## src/rtl/sensor_adc_seq_pkg.sv

```systemverilog
// Shared types and sizing helpers for the sensor/ADC sequencer.
// Holds the FSM state type, datapath widths and counter-width function.
package sensor_adc_seq_pkg;

  localparam int SAMPLE_CNT_W = 4;
  localparam int ACC_W        = 19;

  typedef enum logic [2:0] {
    IDLE,
    SENS_SETTLE,
    ADC_SETTLE,
    READ,
    RELEASE,
    FINISH
  } state_t;

  // Bits needed to hold (max tick count - 1).
  function automatic int cnt_width(int a, int b, int c);
    int m;
    m = a;
    if (b > m) m = b;
    if (c > m) m = c;
    return (m < 2) ? 1 : $clog2(m);
  endfunction

endpackage

```

## src/rtl/sensor_adc_sequencer_cnt.sv

```systemverilog
// Loadable down counter shared by settle and timeout phases.
// Ports: load/load_value, dec (decrement enable), zero flag.
module seq_down_counter #(
  parameter int W = 8
) (
  input  logic         clk,
  input  logic         rst_n,
  input  logic         load,
  input  logic [W-1:0] load_value,
  input  logic         dec,
  output logic         zero
);

  logic [W-1:0] cnt_q;
  logic [W-1:0] cnt_d;

  always_comb begin
    cnt_d = cnt_q;
    if (load) begin
      cnt_d = load_value;
    end else if (dec && (cnt_q != '0)) begin
      cnt_d = cnt_q - W'(1);
    end
  end

  always_ff @(posedge clk or negedge rst_n) begin
    if (!rst_n) begin
      cnt_q <= '0;
    end else begin
      cnt_q <= cnt_d;
    end
  end

  assign zero = (cnt_q == '0);

endmodule

```

## src/rtl/sensor_adc_sequencer.sv

```systemverilog
// Sequences sensor power-up, ADC settle, N read handshakes and averaging.
// Ports: start/abort/cfg/avg_log2 in; busy/done/result/timed_out; sens_*/adc_* pins.
module sensor_adc_sequencer
  import sensor_adc_seq_pkg::*;
#(
  parameter int SENS_SETTLE_TICKS = 64,
  parameter int ADC_SETTLE_TICKS  = 16,
  parameter int TIMEOUT_TICKS     = 4096
) (
  input  logic        clk,
  input  logic        rst_n,
  input  logic        start,
  input  logic        abort,
  input  logic [2:0]  cfg,
  input  logic [1:0]  avg_log2,
  output logic        busy,
  output logic        done,
  output logic [15:0] result,
  output logic        timed_out,
  output logic [2:0]  sens_config,
  output logic        sens_enable,
  output logic        sens_read,
  output logic        adc_enable,
  output logic        adc_read,
  input  logic        adc_conversion_complete,
  input  logic [15:0] adc_value
);

  localparam int CNT_W = cnt_width(SENS_SETTLE_TICKS,
                                   ADC_SETTLE_TICKS,
                                   TIMEOUT_TICKS);
  localparam logic [CNT_W-1:0] SENS_LD = CNT_W'(SENS_SETTLE_TICKS - 1);
  localparam logic [CNT_W-1:0] ADC_LD  = CNT_W'(ADC_SETTLE_TICKS - 1);
  localparam logic [CNT_W-1:0] TO_LD   = CNT_W'(TIMEOUT_TICKS - 1);

  state_t                  state_q, state_d;
  logic [2:0]              cfg_q, cfg_d;
  logic [1:0]              avg_q, avg_d;
  logic                    busy_q, busy_d;
  logic                    done_q, done_d;
  logic [15:0]             result_q, result_d;
  logic                    timed_q, timed_d;
  logic                    sens_en_q, sens_en_d;
  logic                    adc_en_q, adc_en_d;
  logic                    rd_q, rd_d;
  logic [ACC_W-1:0]        acc_q, acc_d;
  logic [SAMPLE_CNT_W-1:0] smp_q, smp_d;

  logic             ld;
  logic [CNT_W-1:0] ld_val;
  logic             dec;
  logic             cnt_zero;
  logic             fin;
  logic             fin_to;
  logic             cc;

  assign cc = adc_conversion_complete;

  seq_down_counter #(
    .W(CNT_W)
  ) u_cnt (
    .clk       (clk),
    .rst_n     (rst_n),
    .load      (ld),
    .load_value(ld_val),
    .dec       (dec),
    .zero      (cnt_zero)
  );

  always_comb begin
    state_d   = state_q;
    cfg_d     = cfg_q;
    avg_d     = avg_q;
    busy_d    = busy_q;
    done_d    = 1'b0;
    result_d  = result_q;
    timed_d   = timed_q;
    sens_en_d = sens_en_q;
    adc_en_d  = adc_en_q;
    rd_d      = rd_q;
    acc_d     = acc_q;
    smp_d     = smp_q;
    ld        = 1'b0;
    ld_val    = '0;
    dec       = 1'b0;
    fin       = 1'b0;
    fin_to    = 1'b0;

    unique case (state_q)
      IDLE: begin
        if (start && !abort) begin
          cfg_d     = cfg;
          avg_d     = avg_log2;
          sens_en_d = 1'b1;
          busy_d    = 1'b1;
          ld        = 1'b1;
          ld_val    = SENS_LD;
          state_d   = SENS_SETTLE;
        end
      end
      SENS_SETTLE: begin
        if (cnt_zero) begin
          adc_en_d = 1'b1;
          ld       = 1'b1;
          ld_val   = ADC_LD;
          state_d  = ADC_SETTLE;
        end else begin
          dec = 1'b1;
        end
      end
      ADC_SETTLE: begin
        // A stale complete from a prior conversion must clear first.
        if (!cnt_zero) begin
          dec = 1'b1;
        end else if (!cc) begin
          rd_d    = 1'b1;
          ld      = 1'b1;
          ld_val  = TO_LD;
          state_d = READ;
        end
      end
      READ: begin
        if (cc) begin
          acc_d   = acc_q + ACC_W'(adc_value);
          rd_d    = 1'b0;
          smp_d   = smp_q + SAMPLE_CNT_W'(1);
          ld      = 1'b1;
          ld_val  = TO_LD;
          state_d = RELEASE;
        end else if (cnt_zero) begin
          fin    = 1'b1;
          fin_to = 1'b1;
        end else begin
          dec = 1'b1;
        end
      end
      RELEASE: begin
        if (!cc) begin
          if (smp_q == (SAMPLE_CNT_W'(1) << avg_q)) begin
            fin = 1'b1;
          end else begin
            rd_d    = 1'b1;
            ld      = 1'b1;
            ld_val  = TO_LD;
            state_d = READ;
          end
        end else if (cnt_zero) begin
          fin    = 1'b1;
          fin_to = 1'b1;
        end else begin
          dec = 1'b1;
        end
      end
      FINISH: begin
        acc_d   = '0;
        smp_d   = '0;
        state_d = IDLE;
      end
      default: begin
        state_d = IDLE;
      end
    endcase

    // Outputs are registered, so FINISH's pulse is set on entry:
    // done is high and busy already low during the FINISH cycle.
    if (fin) begin
      state_d   = FINISH;
      sens_en_d = 1'b0;
      adc_en_d  = 1'b0;
      rd_d      = 1'b0;
      busy_d    = 1'b0;
      done_d    = 1'b1;
      timed_d   = fin_to;
      result_d  = 16'(acc_q >> avg_q);
    end

    if (abort && (state_q != IDLE)) begin
      state_d   = IDLE;
      sens_en_d = 1'b0;
      adc_en_d  = 1'b0;
      rd_d      = 1'b0;
      busy_d    = 1'b0;
      done_d    = 1'b0;
      result_d  = result_q;
      timed_d   = timed_q;
      acc_d     = '0;
      smp_d     = '0;
    end
  end

  always_ff @(posedge clk or negedge rst_n) begin
    if (!rst_n) begin
      state_q   <= IDLE;
      cfg_q     <= '0;
      avg_q     <= '0;
      busy_q    <= 1'b0;
      done_q    <= 1'b0;
      result_q  <= '0;
      timed_q   <= 1'b0;
      sens_en_q <= 1'b0;
      adc_en_q  <= 1'b0;
      rd_q      <= 1'b0;
      acc_q     <= '0;
      smp_q     <= '0;
    end else begin
      state_q   <= state_d;
      cfg_q     <= cfg_d;
      avg_q     <= avg_d;
      busy_q    <= busy_d;
      done_q    <= done_d;
      result_q  <= result_d;
      timed_q   <= timed_d;
      sens_en_q <= sens_en_d;
      adc_en_q  <= adc_en_d;
      rd_q      <= rd_d;
      acc_q     <= acc_d;
      smp_q     <= smp_d;
    end
  end

  assign busy        = busy_q;
  assign done        = done_q;
  assign result      = result_q;
  assign timed_out   = timed_q;
  assign sens_config = cfg_q;
  assign sens_enable = sens_en_q;
  assign sens_read   = rd_q;
  assign adc_enable  = adc_en_q;
  assign adc_read    = rd_q;

endmodule
```

## config.mk

```make
export PLATFORM = sky130hd
export DESIGN_NAME = sensor_adc_sequencer
export DESIGN_NICKNAME = d
export VERILOG_FILES = /design/src/rtl/sensor_adc_seq_pkg.sv /design/src/rtl/sensor_adc_sequencer_cnt.sv /design/src/rtl/sensor_adc_sequencer.sv
export SDC_FILE = /design/constraint.sdc
export NUM_CORES = 1
export LEC_CHECK = 0
export ABC_CLOCK_PERIOD_IN_PS = 7300
export CAP_MARGIN = 20
export CORE_ASPECT_RATIO = 0.7
export CORE_MARGIN = 2
export CORE_UTILIZATION = 51
export CTS_CLUSTER_DIAMETER = 150
export DETAILED_ROUTE_END_ITERATION = 7
export PLACE_DENSITY = 0.85
export SYNTH_ARGS = -nofsm -noshare
export SYNTH_HDL_FRONTEND = slang
export SYNTH_SLANG_ARGS = --single-unit
export TNS_END_PERCENT = 100
```

## constraint.sdc

```tcl
create_clock -name clk -period 7.3 [get_ports clk]
set_clock_uncertainty 0.1 [all_clocks]
set_input_delay 1.46 -clock clk [delete_from_list [all_inputs] [get_ports clk]]
set_output_delay 1.46 -clock clk [all_outputs]
set_load 0.03 [all_outputs]
```

## Word level (Yosys, flattened, before mapping)

Index checks and enable logic that the tools add are counted.

| cells by class | value |
|---|---|
| magnitude comparators | 0 |
| shift-type cells | 2 |
| equality and inequality tests | 14 |
| multipliers | 0 |
| bitwise gates (word level) | 1 |
| $add $sub $neg | 3 |
| reductions and logical operators | 23 |
| div/mod/pow operators | 0 |
| muxes and demuxes | 62 |

Operators with widths:

| operator | count |
|---|---|
| two-way mux 12 bit | 7 |
| case mux 12 bit (5 select lines) | 1 |
| two-way mux 19 bit | 2 |
| case mux 19 bit (2 select lines) | 1 |
| two-way mux 1 bit | 31 |
| != test 4 bit (second input constant) | 7 |
| two-way mux 3 bit | 9 |
| adder 19 x 16 -> 19 bit | 1 |
| >> shifter 19 x 2 -> 16 bit | 1 |
| nonzero test 3 bit | 6 |
| case mux 3 bit (5 select lines) | 1 |
| logical NOT 12 bit | 1 |
| two-way mux 4 bit | 3 |
| nonzero test 12 bit | 1 |
| subtractor 12 x 1 -> 12 bit (second input constant) | 1 |
| AND reduction 2 bit | 5 |
| case mux 4 bit (2 select lines) | 1 |
| AND reduction 7 bit | 1 |
| == test 3 x 2 -> 1 bit (second input constant) | 2 |
| == test 3 bit (second input constant) | 2 |
| two-way mux 6 bit | 1 |
| case mux 1 bit (3 select lines) | 2 |
| AND reduction 6 bit | 1 |
| case mux 1 bit (5 select lines) | 1 |
| other kinds (13) | 16 |

| storage, ports and cells | value |
|---|---|
| word-level logic and storage cells | 117 |
| RAM bits | 0 |
| memories kept | 0 |
| bits in latches | 0 |
| register bits after elaboration | 64 |
| bits of input ports | 26 |
| bits in read-only memories | 0 |

## Longest topological paths before layout

Gate-level depths: netlist (run 1).

| depth | value |
|---|---|
| depth in word-level cells | 7 |
| depth in mapped cells | 10 |
| gate-level depth less buffers | 10 |

## Modules after synthesis

From an unflattened synthesis (run 1), not the netlist that was laid out.

| unflattened totals | value |
|---|---|
| cells, all modules | 455 |
| area total of the unflattened synthesis | 4514.3 um^2 |

By module, submodules not included:

| module | sequential area each (um^2) | cells an instance | instances | area each (um^2) |
|---|---|---|---|---|
| sensor_adc_sequencer | 1301.2 | 366 | 1 | 3716.1 |
| seq_down_counter | 300.3 | 89 | 1 | 798.3 |

## Worst setup path after synthesis (run 1)

OpenSTA, ideal clock, no wires.

| timing | value |
|---|---|
| kind | input to register |
| start | in adc_value[0] |
| end | reg acc_q[16] |
| path slack | 3.690 ns |
| setup time | 0.087 ns |
| arrival | 3.423 ns |
| buffers on the path | 0 |
| stages | 10 |
| required time | 7.113 ns |
| cell sequence | ha_1 -> inv_1 -> fa_1 -> nor2b_1 -> o2111ai_1 -> a21oi_1 -> o31ai_1 -> o21a_1 -> or4_1 -> o211ai_1 |

| between the ends | value |
|---|---|
| cells in the longest elaborated chain, start to end | 4 |

Ends and longest elaborated chain:

| element | line | text |
|---|---|---|
| start: declaration | sensor_adc_sequencer.sv:26 | `input logic [15:0] adc_value` |
| adder 19 x 16 -> 19 bit | sensor_adc_sequencer.sv:124 | `acc_d = acc_q + ACC_W'(adc_value);` |
| two-way mux 19 bit | sensor_adc_sequencer.sv:123 | `if (cc) begin` |
| case mux 19 bit (2 select lines) | sensor_adc_sequencer.sv:89 | `unique case (state_q)` |
| two-way mux 19 bit | sensor_adc_sequencer.sv:177 | `if (abort && (state_q != IDLE)) begin` |
| end signal: assignment | sensor_adc_sequencer.sv:203 | `acc_q <= '0;` |
| end signal: assignment | sensor_adc_sequencer.sv:216 | `acc_q <= acc_d;` |
| end: declaration | sensor_adc_sequencer.sv:46 | `logic [ACC_W-1:0] acc_q, acc_d;` |

Every way passes these cells. The select of a mux whose other input is x is not followed.
A chain may end at the register's enable or synchronous reset.

## Worst setup path after layout (run 1)

Ends and elaborated chain as after synthesis.

==> results of run 1 <==
-- where the power goes --
group	total (mW)	internal (mW)	switching, mW
combinational	0.582	0.262	0.320
sequential	0.538	0.425	0.114
clock	0.465	0.306	0.159
-- worst max-delay path, cell delays in order --
cell             delay, ps
clkdlybuf4s50_1        460
ha_1                   200
inv_1                   70
fa_1                   390
nor2b_1                230
o2111ai_1              190
a21oi_1                320
o31ai_1                180
o21a_1                 230
or4_1                  480
o211ai_1               100
-- metal layers --
metal | track usage [%] | up-vias | wire, microns
met3 | 6.943 | 7 | 732
met2 | 37.66 | 157 | 4824
met4 | 7.073 | 0 | 87
li1 | - | 1701 | -
met5 | 0 | - | 0
met1 | 33.38 | 1717 | 4800
-- kinds of logic (layout without fill, tap and decap cells) --
| kind of cell | after synthesis | count (layout) | synth area share [%] |
|---|---|---|---|
| XOR/XNOR | 24 | 24 | 4.972 |
| multiplexers | 36 | 36 | 12.25 |
| buffers and inverters | 27 | 76 | 2.841 |
| AO/OA/AOI/OAI | 116 | 116 | 17.31 |
| adder cells (fa/ha/maj) | 21 | 21 | 6.333 |
| AND/OR/NAND/NOR | 154 | 154 | 18.41 |
| flip-flops | 64 | 64 | 37.88 |
-- cells in the final DEF, fill, tap and decap left out, types with 10 or more instances in the layout --
| master | n |
|---|---|
| a21oi_1 | 34 |
| clkdlybuf4s50_1 | 50 |
| dfrtp_1 | 64 |
| ha_1 | 19 |
| mux2_2 | 10 |
| nand2_1 | 55 |
| nand3_1 | 11 |
| nor2_1 | 28 |
| nor2b_1 | 13 |
| nor3_1 | 12 |
| o21ai_0 | 31 |
| xnor2_1 | 11 |
| xor2_1 | 13 |
-- metrics by stage --
step / hold WS (ps) / total power, mW
final: 380.4 / 1.586
after global routing: 423.7 / 1.673
after CTS: 384.1 / 1.583
after detailed placement: 372.7 / 1.115
after global placement: 361.6 / 1.089
after floorplan: 387.0 / 0.9560
-- cell type report --
class | instances | area [sq um]
well taps | 101 | 126.4
clock inverters | 6 | 82.58
flip-flops and latches | 64 | 1602
fillers | 605 | 2836
multi-input cells | 351 | 2506
clock buffers | 10 | 239.0
inverters | 7 | 26.28
repair buffers | 53 | 520.5
-- path summary, 6_finish.rpt --
kind	to	cells past startpoint	slack, ps	from
min in group asynchronous	acc_q[1]$_DFFE_PN0P_	2	1190	rst_n
worst min register to register	timed_out$_DFFE_PN0P_	2	380	timed_out$_DFFE_PN0P_
max in group asynchronous	acc_q[14]$_DFFE_PN0P_	2	5350	rst_n
worst min-delay path	timed_out$_DFFE_PN0P_	2	380	timed_out$_DFFE_PN0P_
worst max-delay path	acc_q[16]$_DFFE_PN0P_	11	3140	adc_value[0]
worst max register to register	acc_q[16]$_DFFE_PN0P_	10	4340	acc_q[0]$_DFFE_PN0P_
-- registers in the layout, indices dropped and copies added (netlist names) --
| register | cells |
|---|---|
| timed_out | 1 |
| adc_read | 1 |
| sens_enable | 1 |
| state_q | 3 |
| done | 1 |
| acc_q | 19 |
| u_cnt.cnt_q | 12 |
| avg_q | 2 |
| smp_q | 4 |
| adc_enable | 1 |
| result | 16 |
| sens_config | 3 |
==> results.sh, run 1 <==
export IMPL_status="finished, final reports clean"
export IMPL_ctsResizeCount=0
export IMPL_postCtsSetupRepairBufs=0
export IMPL_critical_path_required_ps=7440
export IMPL_drt_iter0_drc=269
export IMPL_die_y_microns=80.18
export IMPL_async_flop_share_pct=100.0
export IMPL_cp_arrival_ps=4300
export IMPL_max_vdd_ir_drop_v=0.0002298
export IMPL_root_buffer="clkbuf_16"
export IMPL_ys_types=64
export IMPL_min_period_over_period_pct=56.96
export IMPL_yosysMostFrequentCell="dfrtp_1"
export IMPL_io_pins=52
export IMPL_layout_cells_non_filler=592
export IMPL_area_delta_synth_final_pct=20.69
export IMPL_final_hold_violation_count=0
export IMPL_path_clk_slew_ps=50
export IMPL_ys_ff_latch=64
export IMPL_design_core_area_sq_um=7939
export IMPL_die_x_microns=112.8
export IMPL_gp_congestion=0.9655
export IMPL_layout_nets=532
export IMPL_fmax_ghz=0.2405
export IMPL_grt_remaining_overflow=0
export IMPL_grt_usage_pct=24.29
export IMPL_synth_top_area_share_pct=37.88
export IMPL_yosys_warnings=0
export IMPL_crit_path_max_fanout=3
export IMPL_rows=27
export IMPL_dieArea_sq_um=9046
export IMPL_timing_final_ws_setup_ps=3142
export IMPL_synthCells=442
export IMPL_synth_edff_count=0
export IMPL_syn_area_sq_um=4228
export IMPL_drive_above_1_share_pct=12.63
export IMPL_cts_sinks=64
export IMPL_hold_buffers=0
export IMPL_cts_htree_levels=3
export IMPL_tritoncts_num_buffers=9
export IMPL_place_inst=576
export IMPL_grt_pass1_wl_microns=17270
export IMPL_min_period_ps=4158
export IMPL_synthTopCellsByArea="dfrtp_1 38%, ha_1 5.6%, nand2_1 4.9%, mux4_2 4.3%, a21oi_1 4.0%"
export IMPL_placed_cell_area_sq_um=4781
export IMPL_p_leak_nw=2.235
export IMPL_cp_end_kind="register"
export IMPL_start_util_pct=53.25
export IMPL_max_cap_viol_count=0
export IMPL_syn_mean_instance_area_sq_um=9.565
export IMPL_postRouteWirelength_microns=10450
export IMPL_cts_tree="done"
export IMPL_dr_total_vias=3582
export IMPL_final_setup_tns_ps=0
export IMPL_clk_latency_ps=340
export IMPL_setup_violations=0
export IMPL_vias_per_cell=6.051
export IMPL_rsz0062_at_grt="no"
export IMPL_ys_seq_area_share_pct=37.88
export IMPL_fin_area_sq_um=5102
export IMPL_drc=0
export IMPL_critPathLaunchType="input pin"
export IMPL_grt_pass1_vias=3465
export IMPL_slew_headroom_pct=35.14
export IMPL_clk_path_buf_depth=2
export IMPL_final_util_pct=64.27
export IMPL_place_ws_ps=2853
export IMPL_crit_type="in2reg"
export IMPL_synth_commonest_cells="64 x dfrtp_1, 55 x nand2_1, 34 x a21oi_1"
export IMPL_worst_pin_slew_ps=973.0
export IMPL_drv_slew=0
export IMPL_hold_path_class="reg2reg"
export IMPL_port_buffers=51
export IMPL_synthFlopType="dfrtp_1"
export IMPL_antennaDiodeCount=0
export IMPL_syn_num_nets=488
export IMPL_ant_nets=0
export IMPL_wl_per_cell_microns=17.64
export IMPL_yosys_area_top_type="dfrtp_1"
export IMPL_antenna_found_initial=0
export IMPL_hpwlAfterDp_microns=7258
export IMPL_powerDensity_nw_per_um2=310.8
export IMPL_dr_pass1_iters=7
export IMPL_grt_max_degree=65
Power figures use the tool's default switching activity.
==> run 2: changes to the inputs <==
--- a/config.mk
+++ b/config.mk
@@ -5,7 +5,7 @@
 export SDC_FILE = /design/constraint.sdc
 export NUM_CORES = 1
 export LEC_CHECK = 0
-export ABC_CLOCK_PERIOD_IN_PS = 7300
+export ABC_CLOCK_PERIOD_IN_PS = 4200
 export CAP_MARGIN = 20
 export CORE_ASPECT_RATIO = 0.7
 export CORE_MARGIN = 2
==> constraint.sdc (replaced) <==
create_clock -name clk -period 4.2 [get_ports clk]
set_clock_uncertainty 0.1 [all_clocks]
set_input_delay 0.84 -clock clk [delete_from_list [all_inputs] [get_ports clk]]
set_output_delay 0.84 -clock clk [all_outputs]
set_load 0.03 [all_outputs]
==> run 2 against run 1 <==
- non-clock buffer count rose by 1
- count of clock-buffer cells in the layout fell by 1
- global-route usage is 0.29 points higher
- final cell count increased by 0.17%
- power is 75% higher
- highest routed layer unchanged
- sequential share of layout area down 0.16 points
- critical path type unchanged
- core utilization increased by 0.33 points
- combinational power is 75% higher
- die area is the same
==> results.sh, run 2 (synthesis gave the netlist of run 1 again) <==
export IMPL_clk_path_buf_depth=2
export IMPL_status="finished, final reports clean"
export IMPL_grt_remaining_overflow=0
export IMPL_dieArea_sq_um=9046
export IMPL_drc=0
export IMPL_path_clk_slew_ps=60
export IMPL_critPathBufInv=2
export IMPL_postRouteWirelength_microns=10300
export IMPL_drive_above_1_share_pct=12.80
export IMPL_crit_type="in2reg"
export IMPL_powerDensity_nw_per_um2=541.1
export IMPL_final_setup_tns_ps=0
export IMPL_ctsResizeCount=0
export IMPL_clk_latency_ps=330
export IMPL_fmax_ghz=0.2780
export IMPL_gp_congestion=0.9655
export IMPL_die_y_microns=80.18
export IMPL_min_period_ps=3597
export IMPL_rsz0062_at_grt="no"
export IMPL_cp_arrival_ps=3730
export IMPL_hold_buffers=0
export IMPL_grt_max_degree=37
export IMPL_crit_path_max_fanout=3
export IMPL_dr_total_vias=3575
export IMPL_min_period_over_period_pct=85.65
export IMPL_grt_pass1_wl_microns=17400
export IMPL_design_core_area_sq_um=7939
export IMPL_dr_pass1_iters=5
export IMPL_tritoncts_num_buffers=9
export IMPL_critical_path_required_ps=4330
export IMPL_setup_violations=0
export IMPL_p_leak_nw=2.245
export IMPL_die_x_microns=112.8
export IMPL_root_buffer="clkbuf_16"
export IMPL_mostFrequentLayoutCell="dfrtp_1"
export IMPL_drt_iter0_drc=305
export IMPL_largest_reg_flops=19
export IMPL_final_cell_mix="64 x dfrtp_1, 55 x nand2_1, 50 x clkdlybuf4s50_1, 34 x a21oi_1, 31 x o21ai_0"
export IMPL_layout_nets=533
export IMPL_grt_usage_pct=24.58
export IMPL_postCtsSetupRepairBufs=0
export IMPL_cp_end_kind="register"
export IMPL_final_hold_violation_count=0
export IMPL_port_buffers=51
export IMPL_cts_sinks=64
export IMPL_max_cap_viol_count=0
export IMPL_cts_htree_levels=3
export IMPL_slew_headroom_pct=34.15
export IMPL_max_stage_delay_ps=480
export IMPL_antenna_found_initial=0
export IMPL_antennaDiodeCount=0
export IMPL_area_delta_synth_final_pct=21.31
export IMPL_max_vdd_ir_drop_v=0.0003628
export IMPL_vias_per_cell=6.029
export IMPL_rows=27
export IMPL_cp_slowest_cell="or4_1"
export IMPL_worst_pin_slew_ps=987.8
export IMPL_hpwlAfterDp_microns=7312
export IMPL_wl_per_cell_microns=17.36
export IMPL_largest_register="acc_q"
export IMPL_critPathLaunchType="input pin"
export IMPL_hold_path_class="reg2reg"
export IMPL_drv_slew=0
export IMPL_fillers=617
export IMPL_whs_ps=388.1
export IMPL_cts_tree="done"
export IMPL_grt_pass1_vias=3535
export IMPL_io_pins=52
export IMPL_start_util_pct=53.25
export IMPL_ant_nets=0
export IMPL_path_cells="clkdlybuf4s50_1 -> ha_1 -> inv_1 -> fa_1 -> nor2b_1 -> o2111ai_1 -> a21oi_1 -> o31ai_1 -> o21a_1 -> or4_1 -> o211ai_1"
export IMPL_critPathTopFamily="compound AO/OA/AOI/OAI gates"
## run 2: cell count changes in the layout (fill, tap and decap cells not counted)
cell | before | now
inv_6 | 0 | 1
clkbuf_8 | 1 | 0
clkinv_2 | 3 | 2
buf_16 | 0 | 1
clkinv_4 | 0 | 1
## run 2: report_power, final
part	internal [mW]	switching (mW)	leakage (nW)
clock	0.520	0.284	0.156
combinational	0.476	0.544	1.26
sequential	0.738	0.213	0.832
total	1.73	1.04	2.25
## run 2: worst min-delay path: stages, from the launching register on
cell and delay, ps:
dfrtp_1 340, nand2_1 50, o21ai_0 60
## run 2: area by class of cell
type	count	area [sq um]	share of cell area, %
repair buffers	54	548.0	10.69
multi-input cells	351	2506	48.87
inverters	7	26.28	0.5123
well taps	101	126.4	2.464
flip-flops and latches	64	1602	31.23
clock inverters	7	95.09	1.854
clock buffers	9	225.2	4.391
## run 2: routing by layer
metal / global-route usage, % / wire (microns) / vias to the layer above
li1: - / - / 1694
met1: 33.82 / 4876 / 1748
met2: 37.31 / 4678 / 115
met3: 6.491 / 568 / 18
met4: 9.512 / 173 / 0
met5: 0 / 0 / -
## run 2: path summary, 6_finish.rpt
check	start	endpoint	slack, ps	depth (start not counted)
worst max-delay path	adc_value[0]	acc_q[16]$_DFFE_PN0P_	600	11
worst min-delay path	result[10]$_DFFE_PN0P_	result[10]$_DFFE_PN0P_	390	2
worst max register to register	acc_q[0]$_DFFE_PN0P_	acc_q[16]$_DFFE_PN0P_	1180	10
worst min register to register	result[10]$_DFFE_PN0P_	result[10]$_DFFE_PN0P_	390	2
max in group asynchronous	rst_n	acc_q[13]$_DFFE_PN0P_	2600	2
min in group asynchronous	rst_n	acc_q[0]$_DFFE_PN0P_	500	1
## run 2: per-stage QoR
| stage | power [mW] | std cells | setup slack (ps) | cell area [sq um] | util [%] |
|---|---|---|---|---|---|
| 3_3_place_gp | 1.885 | 576 | 530.6 | 4781 | 60.22 |
| 5_1_grt | 2.946 | 593 | 516.5 | 5129 | 64.60 |
| 2_1_floorplan | 1.662 | 442 | 1210 | 4228 | - |
| 4_1_cts | 2.753 | 592 | 695.5 | 5101 | 64.26 |
| 3_5_place_dp | 1.933 | 576 | 344.0 | 4781 | 60.22 |
| 6_report | 2.775 | 593 | 602.9 | 5129 | 64.60 |
==> run 3: changes to the inputs <==
--- a/config.mk
+++ b/config.mk
@@ -10,6 +10,7 @@
 export CORE_ASPECT_RATIO = 0.7
 export CORE_MARGIN = 2
 export CORE_UTILIZATION = 51
+export CTS_BUF_LIST = sky130_fd_sc_hd__clkbuf_8
 export CTS_CLUSTER_DIAMETER = 150
 export DETAILED_ROUTE_END_ITERATION = 7
 export PLACE_DENSITY = 0.85
==> run 3 against run 2 <==
- final cell count unchanged
- core utilization shrank 1.3 points
- count of clock-buffer cells in the layout did not move
- wire length shrank 0.26%
- via count grew 0.64%
- power is 7.5% lower
- sequential share of layout area is 0.63 points higher
- cell area fell by 2.0%
- first-iteration DRC count grew 5.6%
- clock power is 25% lower
- register-to-register slack is essentially flat
==> results.sh, run 3 (synthesis gave the netlist of run 1 again) <==
export IMPL_final_setup_tns_ps=0
export IMPL_drc=0
export IMPL_status="finished, final reports clean"
export IMPL_rows=27
export IMPL_fillers=640
export IMPL_port_buffers=51
export IMPL_antennaDiodeCount=0
export IMPL_grt_remaining_overflow=0
export IMPL_mostFrequentLayoutCell="dfrtp_1"
export IMPL_vias_per_cell=6.067
export IMPL_grt_pass1_vias=3501
export IMPL_reg2reg_depth=10
export IMPL_drv_slew=0
export IMPL_grt_max_degree=37
export IMPL_min_period_over_period_pct=84.72
export IMPL_critical_path_required_ps=4370
export IMPL_crit_path_max_fanout=3
export IMPL_dr_total_vias=3598
export IMPL_slew_headroom_pct=36.77
export IMPL_rr_endpoint="acc_q[16]$_DFFE_PN0P_"
export IMPL_timing_final_ws_setup_ps=641.9
export IMPL_fmax_ghz=0.2811
export IMPL_largest_reg_flops=19
export IMPL_final_cell_mix="64 x dfrtp_1, 55 x nand2_1, 50 x clkdlybuf4s50_1, 34 x a21oi_1, 31 x o21ai_0"
export IMPL_largest_register="acc_q"
export IMPL_grt_pass1_wl_microns=17080
export IMPL_max_vdd_ir_drop_v=0.0002770
export IMPL_p_leak_nw=2.199
export IMPL_hold_path_class="reg2reg"
export IMPL_postRouteWirelength_microns=10270
export IMPL_cts_tree="done"
export IMPL_worst_pin_slew_ps=948.4
export IMPL_max_cap_viol_count=0
export IMPL_critPathLaunchType="input pin"
export IMPL_path_cells="clkdlybuf4s50_1 -> ha_1 -> inv_1 -> fa_1 -> nor2b_1 -> o2111ai_1 -> a21oi_1 -> o31ai_1 -> o21a_1 -> or4_1 -> o211ai_1"
export IMPL_ant_nets=0
export IMPL_max_stage_delay_ps=480
export IMPL_area_delta_synth_final_pct=18.91
export IMPL_dieArea_sq_um=9046
export IMPL_fin_area_sq_um=5027
export IMPL_rsz0062_at_grt="no"
export IMPL_holdPathStages=2
export IMPL_gp_congestion=0.9655
export IMPL_dr_wl_met2_microns=4631
export IMPL_critPathTopFamily="compound AO/OA/AOI/OAI gates"
export IMPL_r2r_slack_ps=1180
export IMPL_die_y_microns=80.18
export IMPL_tritoncts_num_buffers=9
export IMPL_p_sw_mw=1.020
export IMPL_antenna_found_initial=0
export IMPL_grt_usage_pct=24.13
export IMPL_cp_arrival_ps=3730
export IMPL_path_clk_slew_ps=80
export IMPL_regToRegStartpoint="acc_q[0]$_DFFE_PN0P_"
export IMPL_final_util_pct=63.33
export IMPL_cp_slowest_cell="or4_1"
export IMPL_critPathBufInv=2
export IMPL_drt_iter0_drc=322
export IMPL_final_hold_violation_count=0
export IMPL_seqPwrFrac_pct=37.0
export IMPL_crit_type="in2reg"
export IMPL_finalPower_mw=2.567
export IMPL_die_x_microns=112.8
export IMPL_io_pins=52
export IMPL_min_period_ps=3558
export IMPL_power_share_combinational_pct=39.6
export IMPL_clk_latency_ps=360
export IMPL_design_core_area_sq_um=7939
export IMPL_wl_met1_microns=4818
export IMPL_clk_path_buf_depth=2
export IMPL_placed_cell_area_sq_um=4781
export IMPL_wl_per_cell_microns=17.32
export IMPL_wl_met3_microns=624
export IMPL_hold_start="timed_out$_DFFE_PN0P_"
export IMPL_dr_pass1_iters=5
export IMPL_p_int_mw=1.547
export IMPL_postCtsSetupRepairBufs=0
export IMPL_cts_sinks=64
export IMPL_p_sw_share_pct=39.73
export IMPL_cts_htree_levels=3
export IMPL_layout_nets=533
export IMPL_min_to="timed_out$_DFFE_PN0P_"
export IMPL_place_ws_ps=344.0
export IMPL_start_util_pct=53.25
export IMPL_power_frac_clock_pct=23.4
export IMPL_ctsResizeCount=0
export IMPL_drive_above_1_share_pct=12.80
export IMPL_setup_violations=0
export IMPL_root_buffer="clkbuf_8"
export IMPL_hold_buffers=0
export IMPL_highest_layer="met4"
export IMPL_powerDensity_nw_per_um2=510.5
export IMPL_hpwlAfterDp_microns=7312
export IMPL_cp_end_kind="register"
run 3: cell counts in the layout (fill, tap and decap cells not counted):
Identical to the previous run, type by type.
run 3: per-stage QoR:
stage / std cells / hold slack [ps]
detailed placement: 576 / 364.8
global route: 593 / 425.1
CTS: 592 / 384.5
floorplan: 442 / 387.0
finish: 593 / 382.5
global placement: 576 / 364.6
run 3: area by class of cell:
class	instances	area, sq um	area share, %
tap	101	126.4	2.514
inverter	7	26.28	0.5226
multi-input combinational	351	2506	49.85
clock buffer	9	123.9	2.464
clock inverter	7	95.09	1.891
sequential	64	1602	31.86
timing repair buffer	54	548.0	10.90
run 3: worst max path at each step:
stage / cells after the start / startpoint / end
2_1_floorplan: 10 / adc_value[0] / acc_q[16]$_DFFE_PN0P_
3_3_place_gp: 11 / adc_value[0] / acc_q[16]$_DFFE_PN0P_
3_5_place_dp: 11 / adc_value[0] / acc_q[16]$_DFFE_PN0P_
4_1_cts: 11 / adc_value[0] / acc_q[16]$_DFFE_PN0P_
5_1_grt: 11 / adc_value[0] / acc_q[16]$_DFFE_PN0P_
6_report: 11 / adc_value[0] / acc_q[16]$_DFFE_PN0P_
run 3: worst register-to-register path, cell delays in order (launching register included):
cell and delay [ps]:
dfrtp_1 390, ha_1 220, inv_1 80, fa_1 390
nor2b_1 230, o2111ai_1 180, a21oi_1 330, o31ai_1 190
o21a_1 230, or4_1 480, o211ai_1 120
run 3: per-layer routing:
layer,up-vias,track usage (%)
li1,1704,-
met1,1734,33.33
met2,138,36.65
met3,22,5.283
met4,0,10.73
met5,-,0
run 3: power by group through the flow:
stage | registers, mW | clock network (mW) | logic [mW]
after floorplan | 0.884 | 0 | 0.777
final | 0.950 | 0.600 | 1.02
after global placement | 0.972 | 0 | 0.913
after detailed placement | 0.986 | 0 | 0.947
after global routing | 0.972 | 0.632 | 1.12
after CTS | 0.976 | 0.606 | 0.951
